==> config.mk <==
export PLATFORM = sky130hd
export DESIGN_NAME = uart_fifo_tx
export DESIGN_NICKNAME = d
export VERILOG_FILES = /design/src/rtl/uart_pkg.sv /design/src/rtl/sync_fifo.sv /design/src/rtl/uart_fifo_tx.sv
export SDC_FILE = /design/constraint.sdc
export NUM_CORES = 1
export LEC_CHECK = 0
export ABC_CLOCK_PERIOD_IN_PS = 2700
export BUFFER_PORTS_ARGS = -buffer_cell sky130_fd_sc_hd__clkbuf_2
export CELL_PAD_IN_SITES_DETAIL_PLACEMENT = 0
export CELL_PAD_IN_SITES_GLOBAL_PLACEMENT = 1
export CORE_MARGIN = 2
export CORE_UTILIZATION = 47
export DETAILED_ROUTE_END_ITERATION = 8
export GPL_TIMING_DRIVEN = 0
export PLACE_DENSITY_LB_ADDON = 0.1
export SYNTH_ARGS = -nofsm -noshare
export SYNTH_HDL_FRONTEND = slang
export SYNTH_SLANG_ARGS = --single-unit
==> constraint.sdc <==
create_clock -name clk_in -period 2.7 [get_ports clk_in]
set_input_delay 0.405 -clock clk_in [delete_from_list [all_inputs] [get_ports clk_in]]
set_output_delay 0.405 -clock clk_in [all_outputs]
set_load 0.01 [all_outputs]
==> src/rtl/uart_pkg.sv <==
// rtl/uart_pkg.sv - shared UART frame constants and FSM state encoding
// Purpose: constants common to the UART transmit and receive paths.
// Contents: uart_state_e (IDLE/START/DATA/STOP), DATA_BITS, START_LVL, STOP_LVL.
package uart_pkg;

    typedef enum logic [1:0] {
        ST_IDLE  = 2'd0,
        ST_START = 2'd1,
        ST_DATA  = 2'd2,
        ST_STOP  = 2'd3
    } uart_state_e;

    localparam int   DATA_BITS = 8;
    localparam logic START_LVL = 1'b0;
    localparam logic STOP_LVL  = 1'b1;

endpackage

==> src/rtl/sync_fifo.sv <==
// rtl/sync_fifo.sv - single-clock FIFO with registered occupancy count
// Purpose: generic synchronous FIFO; full/empty derive from the registered count.
// Ports:
//   clk_i, rst_i        clock, synchronous active-high reset (flushes contents)
//   push_i, push_data_i write request and data; ignored while full
//   pop_i               read request; ignored while empty
//   pop_data_o          head of queue (valid while not empty)
//   full_o, empty_o     occupancy flags
//   count_o             entries currently stored
module sync_fifo #(
    parameter  int WIDTH = 8,
    parameter  int DEPTH = 16,
    localparam int AW    = $clog2(DEPTH)
) (
    input  logic             clk_i,
    input  logic             rst_i,
    input  logic             push_i,
    input  logic [WIDTH-1:0] push_data_i,
    input  logic             pop_i,
    output logic [WIDTH-1:0] pop_data_o,
    output logic             full_o,
    output logic             empty_o,
    output logic [AW:0]      count_o
);

    logic [WIDTH-1:0] mem_q [DEPTH];
    logic [AW-1:0]    wr_ptr_q;
    logic [AW-1:0]    rd_ptr_q;
    logic [AW:0]      count_q;
    logic [AW:0]      count_d;
    logic             push_ok;
    logic             pop_ok;

    // A pop in the same cycle does not make room: full is judged on the registered count.
    assign full_o     = (count_q == (AW+1)'(DEPTH));
    assign empty_o    = (count_q == '0);
    assign count_o    = count_q;
    assign pop_data_o = mem_q[rd_ptr_q];
    assign push_ok    = push_i & ~full_o;
    assign pop_ok     = pop_i & ~empty_o;

    always_comb begin
        count_d = count_q;
        if (push_ok && !pop_ok) begin
            count_d = count_q + 1'b1;
        end else if (!push_ok && pop_ok) begin
            count_d = count_q - 1'b1;
        end
    end

    always_ff @(posedge clk_i) begin
        if (push_ok) begin
            mem_q[wr_ptr_q] <= push_data_i;
        end
    end

    // Pointers are exactly AW bits wide and wrap on their own.
    always_ff @(posedge clk_i) begin
        if (rst_i) begin
            wr_ptr_q <= '0;
            rd_ptr_q <= '0;
            count_q  <= '0;
        end else begin
            if (push_ok) begin
                wr_ptr_q <= wr_ptr_q + 1'b1;
            end
            if (pop_ok) begin
                rd_ptr_q <= rd_ptr_q + 1'b1;
            end
            count_q <= count_d;
        end
    end

endmodule

==> src/rtl/uart_fifo_tx.sv <==
// rtl/uart_fifo_tx.sv - buffered 8N1 UART transmitter with byte FIFO
// Purpose: queue bytes from on-chip producers and send them back-to-back as 8N1 frames.
// Ports:
//   clk_in, rst_in   clock, synchronous active-high reset
//   wr_en_in         write strobe; byte taken when full_op is low
//   wr_data_in       byte to queue
//   full_op          FIFO holds DEPTH bytes
//   count_op         bytes queued, not counting the byte on the line
//   busy_op          a frame (START, DATA or STOP) is on the line
//   tx_done_op       one-cycle pulse after the last stop-bit cycle
//   tx_out_op        serial line, idles high
module uart_fifo_tx
    import uart_pkg::*;
#(
    parameter int CLKS_PER_BIT = 868,
    parameter int DEPTH        = 16
) (
    input  logic                     clk_in,
    input  logic                     rst_in,
    input  logic                     wr_en_in,
    input  logic [7:0]               wr_data_in,
    output logic                     full_op,
    output logic [$clog2(DEPTH):0]   count_op,
    output logic                     busy_op,
    output logic                     tx_done_op,
    output logic                     tx_out_op
);

    localparam int TW    = $clog2(CLKS_PER_BIT);
    localparam int IDX_W = $clog2(DATA_BITS);
    localparam logic [TW-1:0]    TMAX     = TW'(CLKS_PER_BIT - 1);
    localparam logic [IDX_W-1:0] LAST_IDX = IDX_W'(DATA_BITS - 1);

    uart_state_e          state_q, state_d;
    logic [TW-1:0]        timer_q, timer_d;
    logic [IDX_W-1:0]     idx_q, idx_d;
    logic [DATA_BITS-1:0] shift_q, shift_d;
    logic                 tx_q, tx_d;
    logic                 busy_q, busy_d;
    logic                 done_q, done_d;
    logic                 pop;
    logic                 bit_end;
    logic                 fifo_empty;
    logic [7:0]           fifo_head;

    sync_fifo #(
        .WIDTH (8),
        .DEPTH (DEPTH)
    ) u_fifo (
        .clk_i       (clk_in),
        .rst_i       (rst_in),
        .push_i      (wr_en_in),
        .push_data_i (wr_data_in),
        .pop_i       (pop),
        .pop_data_o  (fifo_head),
        .full_o      (full_op),
        .empty_o     (fifo_empty),
        .count_o     (count_op)
    );

    assign bit_end    = (timer_q == TMAX);
    assign busy_op    = busy_q;
    assign tx_done_op = done_q;
    assign tx_out_op  = tx_q;

    always_comb begin
        state_d = state_q;
        timer_d = timer_q;
        idx_d   = idx_q;
        shift_d = shift_q;
        tx_d    = tx_q;
        busy_d  = busy_q;
        done_d  = 1'b0;
        pop     = 1'b0;

        if (state_q != ST_IDLE) begin
            timer_d = bit_end ? '0 : timer_q + 1'b1;
        end

        case (state_q)
            ST_IDLE: begin
                if (!fifo_empty) begin
                    pop     = 1'b1;
                    shift_d = fifo_head;
                    tx_d    = START_LVL;
                    busy_d  = 1'b1;
                    timer_d = '0;
                    state_d = ST_START;
                end
            end
            ST_START: begin
                if (bit_end) begin
                    tx_d    = shift_q[0];
                    shift_d = shift_q >> 1;
                    idx_d   = '0;
                    state_d = ST_DATA;
                end
            end
            ST_DATA: begin
                if (bit_end) begin
                    if (idx_q == LAST_IDX) begin
                        tx_d    = STOP_LVL;
                        state_d = ST_STOP;
                    end else begin
                        tx_d    = shift_q[0];
                        shift_d = shift_q >> 1;
                        idx_d   = idx_q + 1'b1;
                    end
                end
            end
            ST_STOP: begin
                if (bit_end) begin
                    done_d = 1'b1;
                    // Chain straight into the next start bit so queued bytes leave no idle gap.
                    if (!fifo_empty) begin
                        pop     = 1'b1;
                        shift_d = fifo_head;
                        tx_d    = START_LVL;
                        state_d = ST_START;
                    end else begin
                        busy_d  = 1'b0;
                        state_d = ST_IDLE;
                    end
                end
            end
            default: begin
                state_d = ST_IDLE;
            end
        endcase
    end

    always_ff @(posedge clk_in) begin
        if (rst_in) begin
            state_q <= ST_IDLE;
            timer_q <= '0;
            idx_q   <= '0;
            shift_q <= '0;
            tx_q    <= STOP_LVL;
            busy_q  <= 1'b0;
            done_q  <= 1'b0;
        end else begin
            state_q <= state_d;
            timer_q <= timer_d;
            idx_q   <= idx_d;
            shift_q <= shift_d;
            tx_q    <= tx_d;
            busy_q  <= busy_d;
            done_q  <= done_d;
        end
    end

endmodule

# After elaboration in Yosys (flattened, before gate mapping)
# Memory sizes are Yosys's and may differ from the RTL's. A register that Yosys moved wholly into a read port is not among the register bits.
# Index checks and enable logic that the tools add are counted.
[word_totals]
regBits = 39
wordCells = 92
n_memories = 1
inputBits = 11
mem_bits_rw = 128
[memory_table]
columns = ["memory", "words", "width", "read_ports", "rd_clocked_by_memory_dff", "write_ports", "line_no", "source"]
rows = [
  ["u_fifo.mem_q", 16, 8, 1, 1, 1, "sync_fifo.sv:26", "logic [WIDTH-1:0] mem_q [DEPTH];"],
]
[classes]
addsub = 6
muxes = 41
eq_ne = 13
reduce_logical = 16
bitwise = 5
[ops]
columns = ["operator", "n"]
rows = [
  ["$mux 10", 4],
  ["$mux 8", 5],
  ["$pmux 8 s4", 1],
  ["$mux 1", 14],
  ["$ne 2x2->1 const B", 7],
  ["$reduce_and 4->1", 3],
  ["$add 10x1->10 const B", 1],
  ["$eq 10x10->1 const B", 1],
  ["$mux 2", 5],
  ["$mux 5", 2],
  ["$mux 3", 3],
  ["$add 4x1->4 const B", 2],
  ["$mux 4", 2],
  ["$pmux 2 s4", 1],
  ["$reduce_bool 2->1", 4],
  ["$pmux 3 s2", 1],
  ["$add 5x1->5 const B", 1],
  ["$eq 5x5->1 const B", 1],
  ["$logic_not 5->1", 1],
  ["$reduce_and 5->1", 1],
  ["$sub 5x1->5 const B", 1],
  ["$eq 2x2->1 const B", 2],
  ["$pmux 1 s2", 2],
  ["$pmux 1 s4", 1],
  ["10 further kinds", 15],
]

# Depth between registers and ports, before layout
# Gate-level depths: netlist (run 1).
[logic_depth]
ltp_word = 8
depth_mapped = 13
depth_no_buf = 13

# Modules after synthesis
# Synthesis (run 1) repeated with hierarchy kept, for this count alone.
[hier_totals]
hier_cells = 472
area_unflattened_um2 = 7245.7
[modules_own_cells]
columns = ["module", "area_per_inst_um2", "seq_area_each_um2", "cells_each", "n_inst"]
rows = [
  ["sync_fifo", 5781.8, 4184.0, 312, 1],
  ["uart_fifo_tx", 1463.9, 520.5, 160, 1],
]

# Worst setup path after synthesis (run 1)
# No wires, ideal clock.
[synth_path]
path_type = "flip-flop to flip-flop"
start = "reg timer_q[0]"
end = "reg u_fifo.count_q[4], in the netlist u_fifo.count_o[4]"
path_buffers = 0
stages_incl_launch_ff = 14
arrival_time_ps = 2797
setup_slack_ps = -167
setup_time_ps = 70
cell_sequence = "dfxtp_1 -> ha_1 -> nor4b_4 -> a41oi_1 -> nor3_4 -> inv_1 -> ha_1 -> inv_1 -> ha_1 -> a21o_1 -> a21oi_1 -> xnor2_1 -> or3_1 -> a21oi_1"
[synth_via]
elab_chain_len = 7
word_cells_on_any_way = 9
classes_between = "1 x eq/ne; 3 x mux; 1 x bitwise; 4 x reduce/logical"
[synth_lines]
columns = ["element", "line_no", "source"]
rows = [
  ["start: declaration", "uart_fifo_tx.sv:35", "logic [TW-1:0] timer_q, timer_d;"],
  ["start signal: assignment", "uart_fifo_tx.sv:143", "timer_q <= timer_d;"],
  ["$eq 10x10->1 (*)", "uart_fifo_tx.sv:61", "assign bit_end = (timer_q == TMAX);"],
  ["$mux 1 (*)", "uart_fifo_tx.sv:112", "if (bit_end) begin"],
  ["$pmux 1 s2 (*)", "uart_fifo_tx.sv:80", "case (state_q)"],
  ["$and 1x1->1 (*)", "sync_fifo.sv:40", "assign pop_ok = pop_i & ~empty_o;"],
  ["$logic_not 1->1", "sync_fifo.sv:44", "if (push_ok && !pop_ok) begin"],
  ["$logic_and 1x1->1", "sync_fifo.sv:44", ""],
  ["$mux 5 or $reduce_bool 2->1 (tied branches)", "--", ""],
  ["end signal: assignment", "sync_fifo.sv:70", "count_q <= count_d;"],
  ["end: declaration", "sync_fifo.sv:29", "logic [AW:0] count_q;"],
]
# Mark *: on every way between the ends. The rest lies on a longest branch, timed or not.
# A chain may end at the register's enable or synchronous reset.

# Worst setup path in the final report (run 1)
[layout_path]
start = "reg u_fifo.count_q[0], in the netlist u_fifo.count_o[0]"
end = "reg u_fifo.count_q[4], in the netlist u_fifo.count_o[4]"
[layout_via]
elab_chain_len = 8
word_cells_on_any_way = 18
classes_between = "2 x add/sub; 1 x eq/ne; 5 x mux; 4 x bitwise; 6 x reduce/logical"
[layout_lines]
columns = ["element", "line_no", "source"]
rows = [
  ["$logic_not 5->1", "sync_fifo.sv:36", "assign empty_o = (count_q == '0);"],
  ["$mux 1", "uart_fifo_tx.sv:82, uart_fifo_tx.sv:115", ""],
  ["$mux 1", "uart_fifo_tx.sv:112", ""],
  ["$pmux 1 s2", "uart_fifo_tx.sv:80", ""],
  ["$and 1x1->1", "sync_fifo.sv:40", ""],
  ["$logic_not 1->1", "sync_fifo.sv:44", ""],
  ["$logic_and 1x1->1", "sync_fifo.sv:44", ""],
  ["$mux 5 or $reduce_bool 2->1 (tied branches)", "--", ""],
]
# Parallel ways exist; a longest one is shown, timed or not. The select of a mux whose other input is x is not followed.

==> results of run 1 <==
==> power by group through the flow <==
stage | sequential (mW) | clock (mW) | combinational (mW)
5_1_grt | 3.17 | 2.57 | 2.82
3_3_place_gp | 3.19 | 0 | 2.36
4_1_cts | 3.15 | 2.47 | 2.54
2_1_floorplan | 3.18 | 0 | 1.82
6_report | 3.15 | 2.42 | 2.56
3_5_place_dp | 3.19 | 0 | 2.40
==> final cells by class <==
cell class | count | area (um^2) | share of cell area [%]
clock inverters | 15 | 163 | 1.95
inverters | 9 | 36.3 | 0.434
well taps | 188 | 235 | 2.82
repair buffers | 29 | 170 | 2.04
multi-input cells | 284 | 2460 | 29.5
plain buffers | 25 | 146 | 1.75
clock buffers | 17 | 425 | 5.09
flip-flops and latches | 171 | 4720 | 56.5
==> sequential cells by signal (all words and copies together), names as in the netlist, named ones only <==
register         cells
u_fifo.mem_q       128
timer_q             10
shift_q              8
u_fifo.count_o       5
u_fifo.rd_ptr_q      4
u_fifo.wr_ptr_q      4
idx_q                3
state_q              2
busy_op              1
tx_done_op           1
tx_out_op            1
==> worst paths after layout <==
| kind | startpoint | end | slack, ns | depth (start not counted) |
|---|---|---|---|---|
| max | u_fifo.count_o[0] | u_fifo.count_o[4] | 0.08 | 12 |
| min reg2reg | shift_q[7] | shift_q[7] | 0.46 | 2 |
| min | rst_in | flip-flop | 0.38 | 3 |
| max reg2reg | u_fifo.count_o[0] | u_fifo.count_o[4] | 0.08 | 12 |
==> metal layers <==
metal | GRT usage, % | share of wire (%)
met5 | 0 | 0
met4 | 6.08 | 1.6
met3 | 4.42 | 2.7
met2 | 29.4 | 47
met1 | 27.6 | 48
==> critical path, cell delays in order (launching register included) <==
cell and delay [ns]:
sky130_fd_sc_hd__dfxtp_4 0.37, sky130_fd_sc_hd__nor4_4 0.34, sky130_fd_sc_hd__and2b_2 0.24, sky130_fd_sc_hd__nor3_4 0.05
sky130_fd_sc_hd__inv_1 0.06, sky130_fd_sc_hd__ha_2 0.20, sky130_fd_sc_hd__inv_4 0.05, sky130_fd_sc_hd__fa_2 0.35
sky130_fd_sc_hd__a21o_1 0.19, sky130_fd_sc_hd__a21oi_2 0.13, sky130_fd_sc_hd__xnor2_1 0.08, sky130_fd_sc_hd__or3_1 0.36
sky130_fd_sc_hd__a21oi_2 0.13
==> cells in the final DEF, fill, tap and decap left out, types with 4 or more instances in the layout <==
master	count
sky130_fd_sc_hd__a21oi_1	17
sky130_fd_sc_hd__dfxtp_1	36
sky130_fd_sc_hd__buf_2	6
sky130_fd_sc_hd__nand3b_1	11
sky130_fd_sc_hd__nor3_1	16
sky130_fd_sc_hd__clkbuf_1	13
sky130_fd_sc_hd__buf_6	4
sky130_fd_sc_hd__dfxtp_2	6
sky130_fd_sc_hd__buf_4	11
sky130_fd_sc_hd__mux4_2	18
sky130_fd_sc_hd__o41ai_1	7
sky130_fd_sc_hd__mux2i_1	11
sky130_fd_sc_hd__edfxtp_1	128
sky130_fd_sc_hd__ha_1	11
sky130_fd_sc_hd__clkbuf_2	19
sky130_fd_sc_hd__inv_1	6
sky130_fd_sc_hd__mux2_2	12
sky130_fd_sc_hd__nor2b_1	9
sky130_fd_sc_hd__nand2b_1	4
sky130_fd_sc_hd__clkbuf_16	17
sky130_fd_sc_hd__nand2_1	21
sky130_fd_sc_hd__nor2_1	52
sky130_fd_sc_hd__o21ai_0	12
sky130_fd_sc_hd__o22ai_1	7
sky130_fd_sc_hd__mux4_1	8
sky130_fd_sc_hd__xnor2_1	6
==> metrics by stage <==
stage | hold slack, ns | instances | worst slack, ns | power [mW]
detailed placement | 0.451 | 698 | -0.304 | 5.59
global placement | 0.449 | 697 | -0.396 | 5.55
floorplan | 0.432 | 490 | 0.0228 | 5.00
CTS | 0.364 | 737 | 0.000426 | 8.16
global route | 0.403 | 738 | -0.0610 | 8.56
finish | 0.381 | 738 | 0.0802 | 8.13
==> cell families (layout without fill, tap and decap cells) <==
kind of cell	Yosys count	count (layout)	synth area share, %
flip-flops	171	171	64.9
XOR/XNOR	9	9	1.09
buffers and inverters	35	95	2.54
AND/OR/NAND/NOR	140	140	10.2
AO/OA/AOI/OAI	69	69	6.45
adder cells (fa/ha/maj)	17	17	3.04
multiplexers	49	49	11.9
==> timing repair <==
action                                  CTS  global route
hold endpoints to repair                  0             0
pin swaps                                 4             5
setup buffers                             7             2
gates resized for setup                  13             6
endpoints found under the setup margin   20             1
==> impl_metrics.prom, run 1 <==
# TYPE chip_impl_metric gauge
chip_impl_info{name="run_status",value="finished, final reports clean"} 1
chip_impl_metric{name="synth_area_per_cell",unit="um^2"} 14.8
chip_impl_metric{name="start_util",unit="%"} 47.9
chip_impl_metric{name="syn_area",unit="mm^2"} 0.00725
chip_impl_metric{name="htree_levels",unit=""} 4
chip_impl_metric{name="slew_viol_final",unit=""} 0
chip_impl_metric{name="synth-warning-count",unit=""} 0
chip_impl_metric{name="fp.coreArea",unit="mm^2"} 0.0151
chip_impl_info{name="synth_area_leader_cell",value="sky130_fd_sc_hd__edfxtp_1"} 1
chip_impl_info{name="hold_path_class",value="input pin to flip-flop"} 1
chip_impl_metric{name="fill_cells",unit=""} 1230
chip_impl_metric{name="power.sequential.fraction",unit="%"} 38.8
chip_impl_metric{name="gp_congestion",unit=""} 0.788
chip_impl_metric{name="grtUsageTotal",unit="%"} 19.2
chip_impl_metric{name="synth_cells",unit=""} 490
chip_impl_metric{name="ctsLongestPathBuffers",unit=""} 2
chip_impl_metric{name="max_cap_violations",unit=""} 0
chip_impl_metric{name="fraction_of_final_layout_cells_with_drive_strength_greater_than_1",unit="%"} 24.5
chip_impl_metric{name="worst_slew_margin_rel",unit="%"} 33.7
chip_impl_info{name="root_buffer",value="sky130_fd_sc_hd__clkbuf_16"} 1
chip_impl_metric{name="asyncSetResetFlopFracSynth",unit="%"} 0
chip_impl_metric{name="power.switching_fraction",unit="%"} 31.3
chip_impl_metric{name="net_count_of_the_mapped_netlist",unit=""} 518
chip_impl_info{name="rsz0062_at_grt",value="yes"} 1
chip_impl_info{name="clock_tree_from_tritoncts",value="built"} 1
chip_impl_metric{name="wire_per_inst",unit="um"} 20.1
chip_impl_metric{name="dp_hpwl",unit="mm"} 10.0
chip_impl_metric{name="detailroute.via_count",unit=""} 4165
chip_impl_metric{name="net-switching-power",unit="mW"} 2.54
chip_impl_metric{name="final_util",unit="%"} 55.2
chip_impl_metric{name="worst_ir_drop_vdd",unit="V"} 0.000509
chip_impl_metric{name="std_cell_rows",unit=""} 45
chip_impl_metric{name="placement.io_buffers",unit=""} 19
chip_impl_metric{name="wirelength",unit="mm"} 14.8
chip_impl_metric{name="worst-endpoint-arrival",unit="ns"} 2.98
chip_impl_metric{name="worstPathMaxFanout",unit=""} 5
chip_impl_info{name="timing.critical_path.to_type",value="flip-flop"} 1
chip_impl_metric{name="required_worst_endpoint",unit="ns"} 3.06
chip_impl_metric{name="synth-edff-count",unit=""} 128
chip_impl_info{name="yosys.cell_count.top_type",value="sky130_fd_sc_hd__edfxtp_1"} 1
chip_impl_metric{name="final_skew",unit="ns"} 0.0116
chip_impl_metric{name="final-setup-viol-count",unit=""} 0
chip_impl_metric{name="netlist-cell-type-count",unit=""} 58
chip_impl_metric{name="firstDrtPassIters",unit=""} 5
chip_impl_info{name="critPathKind",value="flip-flop to flip-flop"} 1
chip_impl_metric{name="clkSinkCount",unit=""} 171
chip_impl_metric{name="die_width",unit="um"} 128
chip_impl_metric{name="finalSetupTns",unit="ns"} 0
chip_impl_metric{name="layout.nets",unit=""} 565
chip_impl_metric{name="number_of_antenna_violations_at_the_first_check_in_global_routing",unit=""} 0
chip_impl_metric{name="powerDensity",unit="mW/mm^2"} 973
chip_impl_metric{name="finalWorstPathRequiredPeriod",unit="ns"} 2.62
chip_impl_metric{name="number_of_antenna_cells_inserted",unit=""} 0
chip_impl_metric{name="ctsHoldBuffers",unit=""} 0
chip_impl_metric{name="power_internal",unit="mW"} 5.59
chip_impl_info{name="synth_flop_cell",value="sky130_fd_sc_hd__edfxtp_1"} 1
chip_impl_info{name="synthTopCellsByCount",value="sky130_fd_sc_hd__edfxtp_1 (128), sky130_fd_sc_hd__nor2_1 (52), sky130_fd_sc_hd__dfxtp_1 (43)"} 1
chip_impl_metric{name="worst_tran_pin_value",unit="ns"} 0.990
chip_impl_metric{name="fp.dieArea",unit="mm^2"} 0.0164
chip_impl_metric{name="count_of_routing_violations_after_the_opening_detailed_route_iteration",unit=""} 302
chip_impl_metric{name="congestion_overflow_gr",unit=""} 0
chip_impl_metric{name="synth-seq-area-share",unit="%"} 64.9
chip_impl_metric{name="total_of_flip_flops_plus_latches_after_synthesis",unit=""} 171
chip_impl_metric{name="area_delta_synth_final",unit="%"} 15.2
chip_impl_metric{name="die_height",unit="um"} 128
chip_impl_metric{name="fmax",unit="MHz"} 382
chip_impl_metric{name="power.clock.fraction",unit="%"} 29.7
chip_impl_metric{name="power.static_leakage",unit="nW"} 2.88
chip_impl_metric{name="vias_per_cell",unit=""} 5.64
chip_impl_metric{name="number_of_global_route_vias_before_repair",unit=""} 4015
chip_impl_metric{name="fin_area",unit="mm^2"} 0.00835
chip_impl_metric{name="yosys.area.top_type_share",unit="%"} 53.0
chip_impl_info{name="synthTopCellsByArea",value="sky130_fd_sc_hd__edfxtp_1 (53%), sky130_fd_sc_hd__dfxtp_1 (12%), sky130_fd_sc_hd__mux4_2 (5.6%), sky130_fd_sc_hd__mux4_1 (2.9%), sky130_fd_sc_hd__ha_1 (2.8%)"} 1
chip_impl_metric{name="numCtsBuffers",unit=""} 17
chip_impl_metric{name="cts.reportedPaths.clkPinSlew",unit="ns"} 0.07
chip_impl_metric{name="grt_max_degree",unit=""} 17
chip_impl_metric{name="postRouteAntennaNets",unit=""} 0
chip_impl_info{name="crit_path_start_kind",value="flip-flop"} 1
chip_impl_metric{name="ratio_of_final_minimum_period_to_clock_period",unit="%"} 97.0
chip_impl_metric{name="timing.final.hold_violations",unit=""} 0
chip_impl_metric{name="global_route_wire_length_before_repair",unit="mm"} 23.1
chip_impl_metric{name="clock_latency_on_the_worst_skew_pair",unit="ns"} 0.43
chip_impl_metric{name="boundaryPins",unit=""} 20
chip_impl_metric{name="power.share.combinational",unit="%"} 31.5
chip_impl_metric{name="placed_area",unit="mm^2"} 0.00764
chip_impl_metric{name="detail_route.drc_violations",unit=""} 0
Power figures use the tool's default switching activity.
==> run 2, diff against run 1 <==
--- a/config.mk
+++ b/config.mk
@@ -13,7 +13,7 @@
 export CORE_UTILIZATION = 47
 export DETAILED_ROUTE_END_ITERATION = 8
 export GPL_TIMING_DRIVEN = 0
-export PLACE_DENSITY_LB_ADDON = 0.1
+export PLACE_DENSITY_LB_ADDON = 0.08
 export SYNTH_ARGS = -nofsm -noshare
 export SYNTH_HDL_FRONTEND = slang
 export SYNTH_SLANG_ARGS = --single-unit
==> run 2 against run 1 <==
Critical path depth unchanged. Register-to-register slack about the same. Total power decreased by 1.5%. Sequential power about the same. Clock power is 5% lower. Global-route usage increased by 0.30 points. Non-clock buffer count unchanged. Final area shrank 0.49%.
==> impl_metrics.prom, run 2 (synthesis gave the netlist of run 1 again) <==
# TYPE chip_impl_metric gauge
chip_impl_metric{name="worst_r2r_path_depth",unit=""} 12
chip_impl_metric{name="ctsHoldBuffers",unit=""} 0
chip_impl_metric{name="number_of_global_route_vias_before_repair",unit=""} 4154
chip_impl_metric{name="fin_hold_ws",unit="ns"} 0.372
chip_impl_info{name="timing.critical_path.to_type",value="flip-flop"} 1
chip_impl_metric{name="required_worst_endpoint",unit="ns"} 3.06
chip_impl_metric{name="worst_slew_margin_rel",unit="%"} 30.5
chip_impl_metric{name="start_util",unit="%"} 47.9
chip_impl_metric{name="detailroute.via_count",unit=""} 4239
chip_impl_metric{name="placed_area",unit="mm^2"} 0.00764
chip_impl_metric{name="placement.io_buffers",unit=""} 19
chip_impl_metric{name="number_of_antenna_violations_at_the_first_check_in_global_routing",unit=""} 0
chip_impl_metric{name="std_cell_rows",unit=""} 45
chip_impl_metric{name="gp_congestion",unit=""} 0.769
chip_impl_metric{name="timing.hold.worst_path_depth",unit=""} 3
chip_impl_info{name="critPathKind",value="flip-flop to flip-flop"} 1
chip_impl_metric{name="postRouteAntennaNets",unit=""} 0
chip_impl_metric{name="worst-endpoint-arrival",unit="ns"} 2.97
chip_impl_metric{name="global_route_wire_length_before_repair",unit="mm"} 23.5
chip_impl_metric{name="max_ffs_per_register",unit=""} 128
chip_impl_info{name="layout_commonest_cell",value="sky130_fd_sc_hd__edfxtp_1"} 1
chip_impl_info{name="hold_path_class",value="input pin to flip-flop"} 1
chip_impl_metric{name="timing.final.hold_violations",unit=""} 0
chip_impl_metric{name="ratio_of_final_minimum_period_to_clock_period",unit="%"} 96.7
chip_impl_info{name="crit_path_start_kind",value="flip-flop"} 1
chip_impl_metric{name="wirelength",unit="mm"} 15.1
chip_impl_metric{name="worst_tran_pin_value",unit="ns"} 1.04
chip_impl_metric{name="final_skew",unit="ns"} 0.00696
chip_impl_info{name="worst_hold_path.endpoint",value="u_fifo.rd_ptr_q[3]"} 1
chip_impl_info{name="hp-start",value="rst_in"} 1
chip_impl_metric{name="fraction_of_final_layout_cells_with_drive_strength_greater_than_1",unit="%"} 24.2
chip_impl_metric{name="powerDensity",unit="mW/mm^2"} 962
chip_impl_metric{name="clock_latency_on_the_worst_skew_pair",unit="ns"} 0.43
chip_impl_metric{name="worstPathMaxFanout",unit=""} 6
chip_impl_info{name="root_buffer",value="sky130_fd_sc_hd__clkbuf_16"} 1
chip_impl_info{name="rsz0062_at_grt",value="yes"} 1
chip_impl_metric{name="slew_viol_final",unit=""} 0
chip_impl_metric{name="fp.coreArea",unit="mm^2"} 0.0151
chip_impl_metric{name="totalPowerFinal",unit="mW"} 8.00
chip_impl_metric{name="htree_levels",unit=""} 4
chip_impl_metric{name="grt_max_degree",unit=""} 18
chip_impl_metric{name="vias_per_cell",unit=""} 5.74
chip_impl_metric{name="area_delta_synth_final",unit="%"} 14.6
chip_impl_metric{name="firstDrtPassIters",unit=""} 5
chip_impl_metric{name="crit_path_max_incr_delay",unit="ns"} 0.41
chip_impl_info{name="clock_tree_from_tritoncts",value="built"} 1
chip_impl_metric{name="final-setup-viol-count",unit=""} 0
chip_impl_metric{name="fmax",unit="MHz"} 383
chip_impl_metric{name="dp_hpwl",unit="mm"} 10.0
chip_impl_metric{name="worst_ir_drop_vdd",unit="V"} 0.000552
chip_impl_info{name="worst_r2r_endpoint",value="u_fifo.count_o[4]"} 1
chip_impl_metric{name="die_height",unit="um"} 128
chip_impl_metric{name="fp.dieArea",unit="mm^2"} 0.0164
chip_impl_metric{name="finalWorstPathRequiredPeriod",unit="ns"} 2.61
chip_impl_info{name="regMostFlops",value="u_fifo.mem_q"} 1
chip_impl_metric{name="grtUsageTotal",unit="%"} 19.5
chip_impl_metric{name="power.static_leakage",unit="nW"} 2.87
chip_impl_metric{name="layout.nets",unit=""} 565
chip_impl_metric{name="cts.reportedPaths.clkPinSlew",unit="ns"} 0.07
chip_impl_info{name="mostFrequentLayoutCells",value="sky130_fd_sc_hd__edfxtp_1 (128), sky130_fd_sc_hd__nor2_1 (52), sky130_fd_sc_hd__dfxtp_1 (37)"} 1
chip_impl_metric{name="worst-path-buf-inv",unit=""} 2
chip_impl_metric{name="count_of_routing_violations_after_the_opening_detailed_route_iteration",unit=""} 294
chip_impl_metric{name="die_width",unit="um"} 128
chip_impl_metric{name="boundaryPins",unit=""} 20
chip_impl_metric{name="clkSinkCount",unit=""} 171
chip_impl_metric{name="detail_route.drc_violations",unit=""} 0
chip_impl_metric{name="ctsLongestPathBuffers",unit=""} 2
chip_impl_info{name="crit-reg2reg-launch",value="timer_q[3]"} 1
chip_impl_info{name="run_status",value="finished, final reports clean"} 1
chip_impl_metric{name="max_cap_violations",unit=""} 0
chip_impl_metric{name="path_depth",unit=""} 12
chip_impl_metric{name="congestion_overflow_gr",unit=""} 0
chip_impl_info{name="critical_path.slowest_cell",value="sky130_fd_sc_hd__dfxtp_1"} 1
chip_impl_metric{name="wire_per_inst",unit="um"} 20.5
chip_impl_metric{name="numCtsBuffers",unit=""} 17
chip_impl_info{name="biggestRegsByFlops",value="u_fifo.mem_q x128, timer_q x10, shift_q x8"} 1
chip_impl_info{name="critical_path.cell_chain",value="and3b_1 -> a41oi_2 -> nor3_4 -> inv_1 -> ha_2 -> inv_4 -> fa_2 -> a21o_1 -> a21oi_2 -> xnor2_1 -> or3_1 -> a21oi_1"} 1
chip_impl_metric{name="fin_area",unit="mm^2"} 0.00831
chip_impl_info{name="timing.critical_path.max_delay_family",value="compound AO/OA/AOI/OAI gates"} 1
chip_impl_metric{name="number_of_antenna_cells_inserted",unit=""} 0
chip_impl_metric{name="reg2reg_slack",unit="ns"} 0.09
run 2: worst min-delay path, cell delays in order:
cell and delay (ns):
sky130_fd_sc_hd__clkbuf_2 0.11, sky130_fd_sc_hd__nor2b_1 0.10, sky130_fd_sc_hd__mux2_2 0.16
run 2: timing repair:
action / CTS / global route
endpoints found under the setup margin: 25 / 2
resized for setup: 10 / 6
setup buffers: 9 / 0
pin swaps: 5 / 6
run 2: routing by layer:
metal / track usage [%] / part of all wire [%] / vias up
met1: 27.0 / 46 / 2154
met5: 0 / 0 / -
met3: 4.76 / 4.0 / 16
met4: 6.21 / 1.3 / 0
met2: 30.8 / 49 / 85
li1: - / - / 1984
run 2: where the power goes:
part           switching, mW  total [mW]  leakage [nW]  internal (mW)
Sequential             0.138        3.15          1.51           3.02
Combinational           1.37        2.54          1.09           1.17
Clock                   1.09        2.30         0.271           1.21
run 2: final cells by class:
class,instances,area [um^2]
multi-input combinational,284,2460
fill,1257,6830
clock inverter,15,126
timing repair buffer,29,170
inverter,9,36.3
sequential,171,4710
tap,188,235
clock buffer,17,425
buffer,25,146
run 2: worst max-delay path by stage:
stage | startpoint | to | slack, ns
finish | timer_q[3] | u_fifo.count_o[4] | 0.09
global route | timer_q[0] | u_fifo.count_o[4] | -0.09
floorplan | u_fifo.count_o[0] | u_fifo.count_o[4] | 0.02
detailed placement | u_fifo.count_o[0] | u_fifo.count_o[4] | -0.33
CTS | u_fifo.count_o[0] | u_fifo.count_o[4] | 0.0007
global placement | u_fifo.count_o[0] | u_fifo.mem_q[3][2] | -0.37
run 2: metrics by stage:
stage	instances	TNS [ns]	util, %	setup WS (ns)
2_1_floorplan	490	0	-	0.0228
3_3_place_gp	697	-10.06	50.3	-0.371
3_5_place_dp	698	-1.15	50.5	-0.325
4_1_cts	739	0	54.8	0.000653
5_1_grt	738	-0.0895	54.9	-0.0895
6_report	738	0	54.9	0.0879
==> run 3, diff against run 2 <==
--- a/config.mk
+++ b/config.mk
@@ -5,15 +5,15 @@
 export SDC_FILE = /design/constraint.sdc
 export NUM_CORES = 1
 export LEC_CHECK = 0
-export ABC_CLOCK_PERIOD_IN_PS = 2700
+export ABC_CLOCK_PERIOD_IN_PS = 3150
 export BUFFER_PORTS_ARGS = -buffer_cell sky130_fd_sc_hd__clkbuf_2
 export CELL_PAD_IN_SITES_DETAIL_PLACEMENT = 0
 export CELL_PAD_IN_SITES_GLOBAL_PLACEMENT = 1
 export CORE_MARGIN = 2
-export CORE_UTILIZATION = 47
+export CORE_UTILIZATION = 45
 export DETAILED_ROUTE_END_ITERATION = 8
 export GPL_TIMING_DRIVEN = 0
-export PLACE_DENSITY_LB_ADDON = 0.08
+export PLACE_DENSITY_LB_ADDON = 0.1
 export SYNTH_ARGS = -nofsm -noshare
 export SYNTH_HDL_FRONTEND = slang
 export SYNTH_SLANG_ARGS = --single-unit
==> constraint.sdc (replaced) <==
create_clock -name clk_in -period 3.15 [get_ports clk_in]
set_input_delay 0.4725 -clock clk_in [delete_from_list [all_inputs] [get_ports clk_in]]
set_output_delay 0.4725 -clock clk_in [all_outputs]
set_load 0.01 [all_outputs]
==> run 3 against run 2 <==
Sequential share of layout area decreased by 0.11 points. Hold slack improved by 0.087 ns. Flip-flop and latch count unchanged. Core utilization decreased by 2.4 points. Via count decreased by 1.5%. First-iteration DRC count decreased by 4.4%. Fmax decreased by 11%. Sequential power decreased by 15%. Largest cell class unchanged.
==> impl_metrics.prom, run 3 (synthesis gave the netlist of run 1 again) <==
# TYPE chip_impl_metric gauge
chip_impl_metric{name="cts.reportedPaths.clkPinSlew",unit="ns"} 0.07
chip_impl_info{name="root_buffer",value="sky130_fd_sc_hd__clkbuf_16"} 1
chip_impl_metric{name="die_width",unit="um"} 131
chip_impl_info{name="biggestRegsByFlops",value="u_fifo.mem_q x128, timer_q x10, shift_q x8"} 1
chip_impl_info{name="worst_r2r_endpoint",value="u_fifo.count_o[4]"} 1
chip_impl_metric{name="ctsHoldBuffers",unit=""} 0
chip_impl_metric{name="wire_per_inst",unit="um"} 19.8
chip_impl_metric{name="final_skew",unit="ns"} 0.0114
chip_impl_metric{name="number_of_antenna_cells_inserted",unit=""} 0
chip_impl_metric{name="detail_route.drc_violations",unit=""} 0
chip_impl_metric{name="fin_hold_ws",unit="ns"} 0.459
chip_impl_metric{name="std_cell_rows",unit=""} 46
chip_impl_metric{name="power.static_leakage",unit="nW"} 2.86
chip_impl_metric{name="congestion_overflow_gr",unit=""} 0
chip_impl_metric{name="setup_slack",unit="ns"} 0.200
chip_impl_info{name="hold_path_class",value="flip-flop to flip-flop"} 1
chip_impl_metric{name="vias_per_cell",unit=""} 5.46
chip_impl_metric{name="wirelength",unit="mm"} 15.1
chip_impl_info{name="critical_path.slowest_cell",value="sky130_fd_sc_hd__dfxtp_1"} 1
chip_impl_metric{name="layout.nets",unit=""} 564
chip_impl_metric{name="slew_viol_final",unit=""} 0
chip_impl_metric{name="global_route_wire_length_before_repair",unit="mm"} 23.3
chip_impl_metric{name="area_delta_synth_final",unit="%"} 14.6
chip_impl_metric{name="ctsLongestPathBuffers",unit=""} 2
chip_impl_metric{name="gp_congestion",unit=""} 0.786
chip_impl_metric{name="crit_path_max_incr_delay",unit="ns"} 0.37
chip_impl_metric{name="max_ffs_per_register",unit=""} 128
chip_impl_metric{name="firstDrtPassIters",unit=""} 4
chip_impl_metric{name="worst_ir_drop_vdd",unit="V"} 0.000359
chip_impl_metric{name="start_util",unit="%"} 45.8
chip_impl_metric{name="numCtsBuffers",unit=""} 17
chip_impl_metric{name="dp_hpwl",unit="mm"} 10.1
chip_impl_metric{name="clock_latency_on_the_worst_skew_pair",unit="ns"} 0.43
chip_impl_metric{name="worst-path-buf-inv",unit=""} 2
chip_impl_metric{name="die_height",unit="um"} 131
chip_impl_metric{name="number_of_global_route_vias_before_repair",unit=""} 4130
chip_impl_info{name="crit_path_start_kind",value="flip-flop"} 1
chip_impl_metric{name="htree_levels",unit=""} 4
chip_impl_metric{name="fraction_of_final_layout_cells_with_drive_strength_greater_than_1",unit="%"} 21.3
chip_impl_info{name="timing.critical_path.to_type",value="flip-flop"} 1
chip_impl_metric{name="fin_cells",unit=""} 765
chip_impl_metric{name="worst-endpoint-arrival",unit="ns"} 3.31
chip_impl_metric{name="worst_slew_margin_rel",unit="%"} 10.2
chip_impl_metric{name="totalPowerFinal",unit="mW"} 6.87
chip_impl_metric{name="fmax",unit="MHz"} 339
chip_impl_metric{name="final-setup-viol-count",unit=""} 0
chip_impl_metric{name="ratio_of_final_minimum_period_to_clock_period",unit="%"} 93.6
chip_impl_metric{name="timing.hold.worst_path_depth",unit=""} 2
chip_impl_metric{name="placed_cells",unit=""} 727
chip_impl_metric{name="postRouteAntennaNets",unit=""} 0
chip_impl_info{name="regMostFlops",value="u_fifo.mem_q"} 1
chip_impl_metric{name="grt_max_degree",unit=""} 20
chip_impl_metric{name="reg2reg_slack",unit="ns"} 0.20
chip_impl_info{name="crit-reg2reg-launch",value="timer_q[0]"} 1
chip_impl_metric{name="placement.io_buffers",unit=""} 19
chip_impl_metric{name="worst_tran_pin_value",unit="ns"} 1.34
chip_impl_metric{name="finalWorstPathRequiredPeriod",unit="ns"} 2.95
chip_impl_info{name="worst_hold_path.endpoint",value="shift_q[7]"} 1
chip_impl_metric{name="grtUsageTotal",unit="%"} 18.8
chip_impl_metric{name="powerDensity",unit="mW/mm^2"} 826
chip_impl_metric{name="worst_r2r_path_depth",unit=""} 13
chip_impl_metric{name="boundaryPins",unit=""} 20
chip_impl_info{name="mostFrequentLayoutCells",value="sky130_fd_sc_hd__edfxtp_1 (128), sky130_fd_sc_hd__nor2_1 (52), sky130_fd_sc_hd__dfxtp_1 (43)"} 1
chip_impl_info{name="layout_commonest_cell",value="sky130_fd_sc_hd__edfxtp_1"} 1
chip_impl_metric{name="worstPathMaxFanout",unit=""} 4
chip_impl_metric{name="number_of_antenna_violations_at_the_first_check_in_global_routing",unit=""} 0
chip_impl_info{name="hp-start",value="shift_q[7]"} 1
chip_impl_metric{name="fp.dieArea",unit="mm^2"} 0.0171
chip_impl_info{name="timing.critical_path.max_delay_family",value="simple AND/OR/NAND/NOR gates"} 1
chip_impl_info{name="critical_path.cell_chain",value="ha_2 -> nor4b_4 -> a41oi_2 -> nor3_4 -> inv_1 -> ha_1 -> inv_2 -> ha_1 -> a21o_1 -> a21oi_1 -> xnor2_1 -> or3_1 -> a21oi_1"} 1
chip_impl_metric{name="count_of_routing_violations_after_the_opening_detailed_route_iteration",unit=""} 281
chip_impl_metric{name="required_worst_endpoint",unit="ns"} 3.51
chip_impl_info{name="clock_tree_from_tritoncts",value="built"} 1
chip_impl_info{name="run_status",value="finished, final reports clean"} 1
chip_impl_metric{name="preCtsSetupSlack",unit="ns"} -0.106
chip_impl_metric{name="max_cap_violations",unit=""} 0
chip_impl_metric{name="fp.coreArea",unit="mm^2"} 0.0158
chip_impl_metric{name="clkSinkCount",unit=""} 171
chip_impl_metric{name="detailroute.via_count",unit=""} 4174
chip_impl_metric{name="timing.final.hold_violations",unit=""} 0
chip_impl_info{name="critPathKind",value="flip-flop to flip-flop"} 1
[run 3: changes by cell type in the layout (fill, tap and decap cells not counted), moves of 3 or more]
cell                       previous run  this run
sky130_fd_sc_hd__dfxtp_1             37        43
sky130_fd_sc_hd__nor3_2               3         0
sky130_fd_sc_hd__nor3_1              16        19
sky130_fd_sc_hd__ha_4                 3         0
sky130_fd_sc_hd__dfxtp_2              5         0
sky130_fd_sc_hd__clkinv_8             0         5
sky130_fd_sc_hd__ha_1                11        15
[run 3: routing by layer]
metal | global-route usage (%) | up-vias | share of wire (%)
met4 | 6.45 | 0 | 1.5
met2 | 29.5 | 67 | 48
met3 | 4.19 | 16 | 4.4
met5 | 0 | - | 0
li1 | - | 1989 | -
met1 | 26.2 | 2102 | 47
[run 3: area by class of cell]
class,instances,area [um^2]
clock inverter,15,175
fill,1344,7520
sequential,171,4700
buffer,26,150
clock buffer,17,425
tap,216,270
multi-input combinational,284,2400
inverter,9,33.8
timing repair buffer,27,155
[run 3: worst max-delay path by stage]
stage	startpoint	endpoint	slack [ns]	cells after the start
2_1_floorplan	timer_q[0]	u_fifo.count_o[4]	0.28	13
3_3_place_gp	u_fifo.count_o[0]	u_fifo.count_o[4]	-0.07	12
3_5_place_dp	u_fifo.count_o[0]	u_fifo.count_o[4]	-0.11	12
4_1_cts	timer_q[0]	u_fifo.count_o[4]	0.01	13
5_1_grt	timer_q[0]	u_fifo.count_o[4]	-0.01	13
6_report	timer_q[0]	u_fifo.count_o[4]	0.20	13
[run 3: per-stage QoR]
| stage | utilization, % | setup TNS, ns | instance area (um^2) |
|---|---|---|---|
| floorplan | - | 0 | 7250 |
| global placement | 48.1 | -0.0673 | 7620 |
| detailed placement | 48.2 | -0.106 | 7630 |
| CTS | 52.1 | 0 | 8250 |
| global route | 52.5 | -0.0104 | 8310 |
| finish | 52.5 | 0 | 8310 |
[run 3: tightest hold or removal path: cells and delay by family, from the launching register on]
kind / cells / cell delay [ns]
flip-flops: 1 / 0.31
AND/OR/NAND/NOR: 1 / 0.05
AO/OA/AOI/OAI: 1 / 0.05
[run 3: power by group]
part	total, mW	internal, mW	switching, mW
combinational	2.12	0.961	1.16
sequential	2.69	2.58	0.112
clock	2.05	1.07	0.985
[run 3: what timing repair did]
| action | in CTS | in global routing |
|---|---|---|
| setup buffers | 1 | 5 |
| endpoints found under the setup margin | 1 | 17 |
| resized for setup | 1 | 6 |
| pin swaps | 1 | 2 |
